==> src/rtl/binary_to_excess3.sv <==
// Registered binary-to-Excess-3 converter: each 4-bit nibble becomes (nibble + 3) mod 16,
// with per-nibble carry-out and BCD-range flags, one-cycle latency, valid-qualified.
module binary_to_excess3 #(
    parameter int NIBBLES = 1
) (
    input  logic                   clk,
    input  logic                   rst,
    input  logic [4*NIBBLES-1:0]   B_IN,
    input  logic                   in_valid,
    output logic [4*NIBBLES-1:0]   EX_OUT,
    output logic                   out_valid,
    output logic [NIBBLES-1:0]     carry,
    output logic [NIBBLES-1:0]     bcd_ok
);

    logic [4*NIBBLES-1:0] ex_d,    ex_q;
    logic [NIBBLES-1:0]   carry_d, carry_q;
    logic [NIBBLES-1:0]   bcd_d,   bcd_q;
    logic                 valid_q;

    // Each nibble gets its own 5-bit adder so no carry can leak into the next digit.
    for (genvar k = 0; k < NIBBLES; k++) begin : g_nibble
        logic [4:0] sum;
        assign sum              = {1'b0, B_IN[4*k +: 4]} + 5'd3;
        assign ex_d[4*k +: 4]   = sum[3:0];
        assign carry_d[k]       = sum[4];
        assign bcd_d[k]         = (B_IN[4*k +: 4] <= 4'd9);
    end

    // NOTE: non-blocking assignments in sequential logic so every register samples
    // pre-edge values; data registers load only when in_valid, otherwise they hold.
    always_ff @(posedge clk or posedge rst) begin
        if (rst) begin
            ex_q    <= '0;
            carry_q <= '0;
            bcd_q   <= '0;
            valid_q <= 1'b0;
        end else begin
            valid_q <= in_valid;
            if (in_valid) begin
                ex_q    <= ex_d;
                carry_q <= carry_d;
                bcd_q   <= bcd_d;
            end
        end
    end

    assign EX_OUT    = ex_q;
    assign carry     = carry_q;
    assign bcd_ok    = bcd_q;
    assign out_valid = valid_q;

endmodule

==> config.mk <==
export PLATFORM = sky130hd
export DESIGN_NAME = binary_to_excess3
export DESIGN_NICKNAME = d
export VERILOG_FILES = /design/src/rtl/binary_to_excess3.sv
export SDC_FILE = /design/constraint.sdc
export NUM_CORES = 1
export LEC_CHECK = 0
export BUFFER_PORTS_ARGS = -buffer_cell sky130_fd_sc_hd__buf_2
export CORE_AREA = 2 2 39 41
export DETAILED_ROUTE_END_ITERATION = 16
export DIE_AREA = 0 0 41 43
export GPL_TIMING_DRIVEN = 0
export PLACE_DENSITY = 0.46
export SYNTH_ARGS = -nofsm -noshare
export SYNTH_HDL_FRONTEND = slang
export SYNTH_SLANG_ARGS = --single-unit
==> constraint.sdc <==
create_clock -name clk -period 1.1 [get_ports clk]
set_clock_uncertainty 0.1 [all_clocks]
set_input_delay 0.22 -clock clk [delete_from_list [all_inputs] [get_ports clk]]
set_output_delay 0.22 -clock clk [all_outputs]
set_load 0.02 [all_outputs]
======== After elaboration in Yosys (flattened, before gate mapping) ========
Index checks and enable logic that the tools add are counted.
word-level totals
  flip-flop bits (word level) ............. 7
  bits of input ports ..................... 7
cells by class
  add/sub/neg operators ................... 1
  $lt $le $gt $ge ......................... 1
operators by type and width
  cell                 count
  $add 4x2->5 const B  1
  $le 4x4->1 const B   1

======== Logic depth before layout (Yosys ltp) ========
  depth in word-level cells ............... 1
  mapped depth ............................ 4
  depth with buffers taken out ............ 4

======== Least setup slack after synthesis ========
OpenSTA, ideal clock, no wires.
  path kind ............................... input to register
  start ................................... input port B_IN[0]
  end ..................................... register ex_q[2] (netlist: EX_OUT[2])
  library setup time ...................... 125 ps
  arrival ................................. 815 ps
  setup slack ............................. 60 ps
  stages .................................. 4
  path buffers ............................ 0
  cell sequence ........................... inv_1 > ha_1 > xnor2_1 > mux2_4
on the way
  cells in the longest elaborated chain, start to end .. 1
ends and longest elaborated chain
  item                    RTL line  source
  start: declaration      8         input logic [4*NIBBLES-1:0] B_IN,
  $add 4x2->5             24        assign sum = {1'b0, B_IN[4*k +: 4]} + 5'd3;
  end signal: assignment  34        ex_q <= '0;
  end signal: assignment  41        ex_q <= ex_d;
  end: declaration        16        logic [4*NIBBLES-1:0] ex_d, ex_q;
Every way passes these cells.
A chain may end at the register's enable or synchronous reset.

======== Final worst setup path ========
  start ................................... register ex_q[0] (netlist: EX_OUT[0])
  end ..................................... output port EX_OUT[0]
RTL lines
  item              RTL line  source
  end: declaration  10        output logic [4*NIBBLES-1:0] EX_OUT,
No word-level cell between the ends.

==> metrics.txt <==
status=complete, no violations; Power Total=715 µW; Netlist cell types=13; P&R area growth vs syn=57.1%; Slew Limit Headroom=82.6%; Die Area=0.00176 mm²; main flop type after synthesis=dfrtp_1; Top Ports=14; Root Driver=clkbuf_4; buffers added on ports=13; Critical Path End Type=primary output; top-area cell type share of the netlist area=55.1%; vias in the first global route=256; sequential area share after synthesis=55.1%; htree depth=1; number of synthesized flops with an enable pin=0; Avg Synthesized Cell Area=11.0 µm²; Total Routed Length=588 µm; number of DRC markers in iteration 0=6; routed wire length on met2=265 µm; antenna violations before repair=0; layout cells sized above 1=42.0%; core area=0.00138 mm²; Max Used Layer=met4; Num CTS Buffers=3; Period minus WS final=1.10 ns; Initial Utilization=23.0%; WL met1=272 µm; Worst Path Max Fanout=2; number of vias per cell=3.95; Pint=522 µW; Syn Inst Count=29; DR pass1 iterations=2; vias after detailed routing=261; total global routing overflow=0; largest net degree at the start of global routing=11; Final Hold Viols=0; kind of cell adding the most delay to the critical path=flip-flops; CP Data Arrival Time=0.78 ns; total of max-cap violations=0; post-route insts no fill=66; Hold Path Class=primary input to register; Post-synth top cells=dfrtp_1, inv_1, nor2_1, a21oi_1; Yosys reg bits=7; CTS tree=built; synth warn=0; hold_ws=0.0172 ns; DRC=0; worst-margin pin slew=0.261 ns; Antenna diodes=0; Buf+Inv Stages, Crit Path=1; Critical Path Max Stage Delay=0.39 ns; post-synth top area cell=dfrtp_1; critical path, cell by cell=buf_6; Routability Congestion=0.713; Post-Syn Nets=38; detailed-placement wirelength estimate=453 µm; DRT antenna net count=0; RSZ-0062 raised after global routing=yes; CP Data Required Time=0.78 ns; clock-pin slew on the worst setup and hold paths=0.05 ns; total track usage=8.88%; Clock Power Share=32.5%; Routed wire per std cell=8.91 µm; power density over the cells=1430 mW/mm²; cell area after synthesis=318 µm²; Row Count=14; final-report setup violation count=0; wire length of the first global-routing pass=993 µm; Finished Core Util=36.1%; Worst-Skew Late Latency=0.25 ns; Sw Ratio=27.0%; Flop pwr share=42.1%; max-slew violation count=0; Area contributors post-synth=dfrtp_1, ha_1, a21oi_1; dpl cells=58; chip width=41 µm; clk sinks=7; fin crit share=99.6%; logic gate share of total power=25.4%; deepest clock path buffer count=2; asr flop ratio synth=100%; Switch Pwr=194 µW; CP Launch Type=register; Die Y=43 µm; count leader, synth=dfrtp_1; fin nets=60; fmax=913 MHz; WL met3=34 µm; slowest stage cell on the critical path=dfrtp_1; WS Path Type=register to primary output; Worst IR Drop VDD=0.377 mV; P_leak=0.000251 µW
[cells by family (layout without fill, tap and decap cells)]
group | Yosys count | in the layout | share of synthesized area (%)
compound gates | 7 | 7 | 12.2
simple gates | 5 | 5 | 7.48
flops | 7 | 7 | 55.1
fa+ha+maj | 2 | 2 | 7.87
buf+inv | 5 | 26 | 7.09
xor+xnor | 2 | 2 | 5.51
mux | 1 | 1 | 4.72
[power by group through the flow]
stage	Clock [µW]	Sequential [µW]	Combinational [µW]
final	233	301	182
after global routing	254	304	199
after CTS	243	301	180
after detailed placement	0	300	135
after global placement	0	300	134
after floorplan	0	335	49.0
[final timing paths]
path	from	end	slack, ns	cells after the start
hold reg to reg	carry	carry	0.43	2
setup / recovery	EX_OUT[0]	EX_OUT[0]	0.005	1
setup reg to reg	EX_OUT[2]	EX_OUT[2]	0.12	2
min in group asynchronous	rst	carry	0.33	3
hold / removal	in_valid	out_valid	0.02	1
max in group asynchronous	rst	EX_OUT[3]	0.36	3
[final cells by class]
cell class / count / area [µm²]
fill: 148 / 885
tap: 16 / 20.0
inverter: 4 / 15.0
buffer: 1 / 7.51
sequential: 7 / 175
clock buffer: 4 / 26.3
timing repair buffer: 17 / 135
multi-input combinational: 17 / 120
[cell usage in the layout, fill, tap and decap left out, drive strengths merged]
| cell | n |
|---|---|
| o21bai | 1 |
| xor2 | 1 |
| buf | 17 |
| clkbuf | 4 |
| ha | 2 |
| dlygate4sd3 | 1 |
| nand4b | 1 |
| xnor2 | 1 |
| nor2 | 4 |
| a31oi | 1 |
| dfrtp | 7 |
| mux2 | 1 |
| inv | 4 |
| o21ai | 2 |
| a21oi | 3 |
[metal layers]
| layer | vias up | global-route usage (%) |
|---|---|---|
| met4 | 0 | 8.00 |
| met1 | 113 | 12.1 |
| met3 | 2 | 3.14 |
| li1 | 137 | - |
| met5 | - | 0 |
| met2 | 9 | 10.3 |
[what timing repair did]
action                                  in CTS  in global routing
cloned                                       0                  0
pin swaps                                    0                  0
hold endpoints to repair                     7                  0
buffers inserted                             2                  1
hold buffers                                 1                  0
resized for setup                           12                  0
endpoints found under the setup margin       6                  6
[worst register-to-register path: stages (launching register included)]
cell and delay (ns):
dfrtp_1 0.38, buf_4 0.13, mux2_4 0.25
[per-stage QoR]
step	setup TNS, ns	setup slack (ns)	instance area (µm²)
after floorplan	0	0.0595	318
after global placement	-0.108	-0.108	403
after detailed placement	-0.123	-0.123	403
after CTS	0	0.0000381	492
after global routing	-0.0685	-0.0213	499
final	0	0.00493	499
[registers in the layout (all words and copies together) (netlist names)]
signal and count:
out_valid 1, EX_OUT 4, carry 1, bcd_ok 1
(Power assumes the default switching activity.)
